File: src/rtl/spi_dac_frame_receiver.sv
// SPI slave monitor for the three-wire DAC link (SCLK, SYNC_n, DIN).
// All pins are oversampled on the 50 MHz system clock; SCLK is treated as data.
// Each accepted 16-bit frame yields a 12-bit sample plus two power-down bits.
module spi_dac_frame_receiver #(
  parameter int FRAME_BITS  = 16,
  parameter int DATA_BITS   = 12,
  parameter int SYNC_STAGES = 2,
  parameter int COUNT_BITS  = 16
) (
  input  logic                  clock_50Mhz,
  input  logic                  reset_n,
  input  logic                  input_SPI_SCLK,
  input  logic                  input_SPI_SYNC_n,
  input  logic                  input_SPI_DIN,
  output logic [DATA_BITS-1:0]  outputSample,
  output logic [1:0]            outputPowerDown,
  output logic                  sampleValid,
  output logic                  frameError,
  output logic [COUNT_BITS-1:0] frameCount,
  output logic                  isReceiving
);

  localparam int CNT_W = $clog2(FRAME_BITS + 1);

  typedef enum logic [1:0] {
    IDLE     = 2'd0,
    SHIFT    = 2'd1,
    DONE     = 2'd2,
    WAIT_END = 2'd3
  } state_e;

  // Synchronizer chains and the edge-detect stage behind them
  logic [SYNC_STAGES-1:0] sclk_sync_q, sync_sync_q, din_sync_q;
  logic                   sclk_d1_q, sync_d1_q, din_d1_q;
  logic                   sclk_s, sync_s;
  logic                   sclk_fall_s, sync_fall_s, sync_rise_s;

  // FSM and datapath state
  state_e                 state_q, state_d;
  logic [CNT_W-1:0]       bit_cnt_q, bit_cnt_d;
  logic [FRAME_BITS-1:0]  shift_q, shift_d;
  logic [DATA_BITS-1:0]   sample_q, sample_d;
  logic [1:0]             pd_q, pd_d;
  logic                   valid_q, valid_d;
  logic                   err_q, err_d;
  logic [COUNT_BITS-1:0]  count_q, count_d;
  logic                   recv_q, recv_d;

  // Resynchronise the pins; reset values match the idle line levels
  always_ff @(posedge clock_50Mhz or negedge reset_n) begin
    if (!reset_n) begin
      sclk_sync_q <= {SYNC_STAGES{1'b1}};
      sync_sync_q <= {SYNC_STAGES{1'b1}};
      din_sync_q  <= {SYNC_STAGES{1'b0}};
      sclk_d1_q   <= 1'b1;
      sync_d1_q   <= 1'b1;
      din_d1_q    <= 1'b0;
    end else begin
      sclk_sync_q <= {sclk_sync_q[SYNC_STAGES-2:0], input_SPI_SCLK};
      sync_sync_q <= {sync_sync_q[SYNC_STAGES-2:0], input_SPI_SYNC_n};
      din_sync_q  <= {din_sync_q[SYNC_STAGES-2:0], input_SPI_DIN};
      sclk_d1_q   <= sclk_sync_q[SYNC_STAGES-1];
      sync_d1_q   <= sync_sync_q[SYNC_STAGES-1];
      din_d1_q    <= din_sync_q[SYNC_STAGES-1];
    end
  end

  assign sclk_s      = sclk_sync_q[SYNC_STAGES-1];
  assign sync_s      = sync_sync_q[SYNC_STAGES-1];
  assign sclk_fall_s = sclk_d1_q & ~sclk_s;
  assign sync_fall_s = sync_d1_q & ~sync_s;
  assign sync_rise_s = ~sync_d1_q & sync_s;

  // Frame FSM: next state, shift/count update and output pulse generation
  always_comb begin
    state_d   = state_q;
    bit_cnt_d = bit_cnt_q;
    shift_d   = shift_q;
    sample_d  = sample_q;
    pd_d      = pd_q;
    valid_d   = 1'b0;
    err_d     = 1'b0;
    count_d   = count_q;
    recv_d    = recv_q;
    case (state_q)
      IDLE: begin
        if (sync_fall_s) begin
          bit_cnt_d = {CNT_W{1'b0}};
          shift_d   = {FRAME_BITS{1'b0}};
          recv_d    = 1'b1;
          state_d   = SHIFT;
        end else begin
          state_d = IDLE;
        end
      end
      SHIFT: begin
        if (sclk_fall_s) begin
          shift_d   = (shift_q << 1) | FRAME_BITS'(din_d1_q);
          bit_cnt_d = bit_cnt_q + CNT_W'(1);
        end else begin
          shift_d   = shift_q;
        end
        // A frame completing on the same cycle as SYNC_n rising is accepted
        if (sclk_fall_s && (bit_cnt_q == CNT_W'(FRAME_BITS - 1))) begin
          state_d = DONE;
        end else if (sync_rise_s) begin
          err_d   = 1'b1;
          recv_d  = 1'b0;
          state_d = IDLE;
        end else begin
          state_d = SHIFT;
        end
      end
      DONE: begin
        sample_d = shift_q[DATA_BITS-1:0];
        pd_d     = shift_q[DATA_BITS+1:DATA_BITS];
        valid_d  = 1'b1;
        count_d  = count_q + COUNT_BITS'(1);
        state_d  = WAIT_END;
      end
      WAIT_END: begin
        // Level test covers both a rising edge and SYNC_n already high
        if (sync_s) begin
          recv_d  = 1'b0;
          state_d = IDLE;
        end else begin
          state_d = WAIT_END;
        end
      end
      default: begin
        recv_d  = 1'b0;
        state_d = IDLE;
      end
    endcase
  end

  // State and registered outputs
  always_ff @(posedge clock_50Mhz or negedge reset_n) begin
    if (!reset_n) begin
      state_q   <= IDLE;
      bit_cnt_q <= {CNT_W{1'b0}};
      shift_q   <= {FRAME_BITS{1'b0}};
      sample_q  <= {DATA_BITS{1'b0}};
      pd_q      <= 2'b00;
      valid_q   <= 1'b0;
      err_q     <= 1'b0;
      count_q   <= {COUNT_BITS{1'b0}};
      recv_q    <= 1'b0;
    end else begin
      state_q   <= state_d;
      bit_cnt_q <= bit_cnt_d;
      shift_q   <= shift_d;
      sample_q  <= sample_d;
      pd_q      <= pd_d;
      valid_q   <= valid_d;
      err_q     <= err_d;
      count_q   <= count_d;
      recv_q    <= recv_d;
    end
  end

  assign outputSample    = sample_q;
  assign outputPowerDown = pd_q;
  assign sampleValid     = valid_q;
  assign frameError      = err_q;
  assign frameCount      = count_q;
  assign isReceiving     = recv_q;

endmodule

File: config.mk
export PLATFORM = sky130hd
export DESIGN_NAME = spi_dac_frame_receiver
export DESIGN_NICKNAME = d
export VERILOG_FILES = /design/src/rtl/spi_dac_frame_receiver.sv
export SDC_FILE = /design/constraint.sdc
export NUM_CORES = 1
export LEC_CHECK = 0
export ABC_CLOCK_PERIOD_IN_PS = 1900
export BUFFER_PORTS_ARGS = -buffer_cell sky130_fd_sc_hd__buf_4
export CAP_MARGIN = 20
export CORE_MARGIN = 5
export CORE_UTILIZATION = 45
export DETAILED_ROUTE_END_ITERATION = 8
export GPL_TIMING_DRIVEN = 0
export PLACE_DENSITY_LB_ADDON = 0.12
export REMOVE_ABC_BUFFERS = 1
export SLEW_MARGIN = 25
export SYNTH_ARGS = -nofsm -noshare
export SYNTH_HDL_FRONTEND = slang
export SYNTH_SLANG_ARGS = --single-unit
File: constraint.sdc
create_clock -name clock_50Mhz -period 1.9 [get_ports clock_50Mhz]
set_input_delay 0.095 -clock clock_50Mhz [delete_from_list [all_inputs] [get_ports clock_50Mhz]]
set_output_delay 0.095 -clock clock_50Mhz [all_outputs]
set_load 0.02 [all_outputs]
==> results.cfg <==
[power_and_ir_drop]
seq_power_share = 0.521
total_power_mw = 2.65
clockPowerShare = 0.418
powerDensity_nw_per_um2 = 817
ir_drop_uv = 409
power_leakage_nw = 1.60
swShare = 0.220
switching_power_uw = 583
p_comb_frac = 0.061
p_int_mw = 2.07

[logic_synthesis]
synth-simple-area-share = 0.0992
async_flop_share = 1.00
synth.area.top_cells = dfrtp_1 (56%), mux2_2 (6.6%), dfstp_2 (6.2%), a22o_1 (5.2%), ha_1 (3.4%)
syn_area_um2 = 2550
synth_xor_area_frac = 0.0515
ys_top_cells_by_count = dfrtp_1 (57), a22o_1 (15), mux2_2 (15)
synth_compound_area_frac = 0.0962
ys_types = 37
syn_avg_cell_area_um2 = 13.4
netlist_instances = 190
synth_fa_ha_area_frac = 0.0344
synth_most_common_cell = dfrtp_1
synthFlopType = dfrtp_1
synthMuxAreaShare = 0.0663
ys_ff_latch = 63
synth_top_family_by_area = simple AND/OR/NAND/NOR gates
ys_seq_area_frac = 0.622
yosys.area.top_type = dfrtp_1
synth_top_cell_area_share = 0.560
synth_edf_count = 0
yosys_warnings = 0

[timing]
rsz0062_at_grt = false
worst_pin_slew_ns = 0.779
fin_ws_ns = 0.127
skew_ns = 0.00394
maxSlewHeadroom = 0.480
finalHoldViolations = 0
max_freq_mhz = 564
finalSetupViolations = 0
slew_viol_final = 0
min_period_over_period = 0.933
period_needed_ns = 1.77

[layout]
syn_to_final_growth_pct = 27.4
fillCellCount = 448
drive_gt1_frac = 0.375
n_antenna_cell = 0
nNetsFinal = 255
postLayoutCoreUtil = 0.590

[floorplanning]
row_count = 27
initial_core_util = 0.463
fp.dieH_um = 85.3
ios = 38
die_w_um = 85.3
die_area_um2 = 7270
core_area_um2 = 5510

[routing]
viasPerCell = 5.18
wl_per_cell_um = 16.1
drc = 0
totalWireLength_mm = 5.14
vias = 1656
drt_iter0_drc = 68
ant_nets = 0
drt-pass1-iter-count = 4

[flow_run]
maxCapViolations = 0

[clock_network]
cts_num_sinks = 63
cts_tree = built
cts_buffer_depth = 2
clock_latency_ns = 0.32
clk_pin_slew_ns = 0.06
cts_buffers = 9
clockRootBuffer = clkbuf_8
h-tree-depth = 3

[outcome]
status = finished clean

[setup_path]
cp_max_fo = 11
cp_slowest_cell = dfrtp_1
end_kind = flip-flop
cp_top_family = simple AND/OR/NAND/NOR gates
critical-path-max-stage-delay_ns = 0.44
required_ns = 2.15
arrival_ns = 2.02
start_kind = flip-flop
critPathKind = reg2reg
critical_path_buf_inv_count = 1
path_cells = inv_2, ha_4, and3b_2, o2bb2ai_4, or3_1, a21oi_1

[placement]
portBuffers = 37
place_congestion = 0.690
pre_cts_ws_ns = -0.529
dpl.hpwl_mm = 3.03

[global_routing]
grt_max_degree = 64
grt_pass1_vias = 1742
antenna_found_initial = 0
grt-ovfl-total = 0
grt_usage = 0.142
grt_pass1_wl_mm = 8.27

[min_path]
hp-class = reg2reg
## worst paths after layout
| check | startpoint | end | slack [ns] | cells after the start |
|---|---|---|---|---|
| min in group asynchronous | reset_n | isReceiving$_DFFE_PN0P_ | 0.37 | 2 |
| worst min register to register | din_sync_q[1]$_DFF_PN0_ | din_d1_q$_DFF_PN0_ | 0.35 | 0 |
| worst max register to register | state_q[1]$_DFF_PN0_ | bit_cnt_q[3]$_DFFE_PN0P_ | 0.13 | 6 |
| worst min-delay path | din_sync_q[1]$_DFF_PN0_ | din_d1_q$_DFF_PN0_ | 0.35 | 0 |
| max in group asynchronous | reset_n | bit_cnt_q[1]$_DFFE_PN0P_ | 0.99 | 2 |
| worst max-delay path | state_q[1]$_DFF_PN0_ | bit_cnt_q[3]$_DFFE_PN0P_ | 0.13 | 6 |
## what timing repair did
| action | in CTS | in global routing |
|---|---|---|
| gates cloned | 0 | 1 |
| pin swaps | 0 | 3 |
| buffers inserted | 0 | 8 |
| resized for setup | 5 | 6 |
| endpoints found under the hold margin | 60 | 0 |
| hold buffers | 4 | 0 |
| endpoints found under the setup margin | 47 | 23 |
## logic make-up (layout without fill, tap and decap cells)
group | count (synthesis) | count (layout)
AND/OR/NAND/NOR | 45 | 45
multiplexers | 15 | 15
flip-flops | 63 | 63
adder cells (fa/ha/maj) | 7 | 7
XOR/XNOR | 15 | 15
buffers and inverters | 14 | 71
AO/OA/AOI/OAI | 31 | 32
## stage by stage
step | std cells | area [um^2] | setup TNS (ns) | hold WS, ns
finish | 320 | 3250 | 0 | 0.349
global route | 320 | 3250 | 0 | 0.367
CTS | 311 | 3130 | -0.210 | 0.351
detailed placement | 291 | 2870 | -7.58 | 0.204
global placement | 291 | 2860 | -11.64 | 0.204
floorplan | 182 | 2490 | -1.21 | -0.201
## cell type report
type / count / area (um^2) / area share
Sequential cell: 63 / 1580 / 0.488
Multi-Input combinational cell: 114 / 966 / 0.297
Timing Repair Buffer: 49 / 394 / 0.121
Clock buffer: 12 / 145 / 0.0447
Tap cell: 72 / 90.1 / 0.0277
Clock inverter: 4 / 45.0 / 0.0139
Inverter: 6 / 22.5 / 0.00694
## metal layers
| metal | global-route usage | wire (um) |
|---|---|---|
| met4 | 0.0676 | 83 |
| met2 | 0.232 | 2550 |
| met1 | 0.175 | 2250 |
| met5 | 0 | 0 |
| met3 | 0.0379 | 259 |
## cells in the final DEF (no fill, tap or decap), types with 2 or more instances in the layout
| master | instances |
|---|---|
| nor3b_1 | 2 |
| ha_1 | 4 |
| inv_1 | 4 |
| nand2_1 | 14 |
| dfrtp_1 | 57 |
| nor2_1 | 5 |
| xor2_1 | 7 |
| and3_1 | 4 |
| xnor2_1 | 8 |
| dlygate4sd3_1 | 4 |
| or3_1 | 2 |
| clkbuf_1 | 2 |
| clkinv_2 | 3 |
| nand4_1 | 5 |
| nor3_1 | 3 |
| a22o_1 | 15 |
| buf_4 | 43 |
| a21oi_1 | 4 |
| dfstp_2 | 6 |
| nor2b_1 | 2 |
| o21ai_0 | 4 |
| clkbuf_8 | 10 |
| ha_4 | 3 |
| o21ai_1 | 2 |
| mux2_2 | 15 |
| inv_2 | 2 |
## power by group through the flow
stage / Clock [mW] / Combinational (mW) / Sequential, mW
after floorplan: 0 / 0.0533 / 1.41
after global placement: 0 / 0.114 / 1.40
after detailed placement: 0 / 0.122 / 1.41
after CTS: 1.15 / 0.137 / 1.38
after global routing: 1.22 / 0.177 / 1.38
final: 1.11 / 0.162 / 1.38
## state kept, by name, indices dropped and copies added (netlist names)
signal           count
bit_cnt_q            5
din_d1_q             1
din_sync_q           2
frameCount          16
frameError           1
isReceiving          1
outputPowerDown      2
outputSample        12
sampleValid          1
sclk_d1_q            1
sclk_sync_q          2
shift_q             14
state_q              2
sync_d1_q            1
sync_sync_q          2
Note: power is estimated with default switching activity, not from simulation.
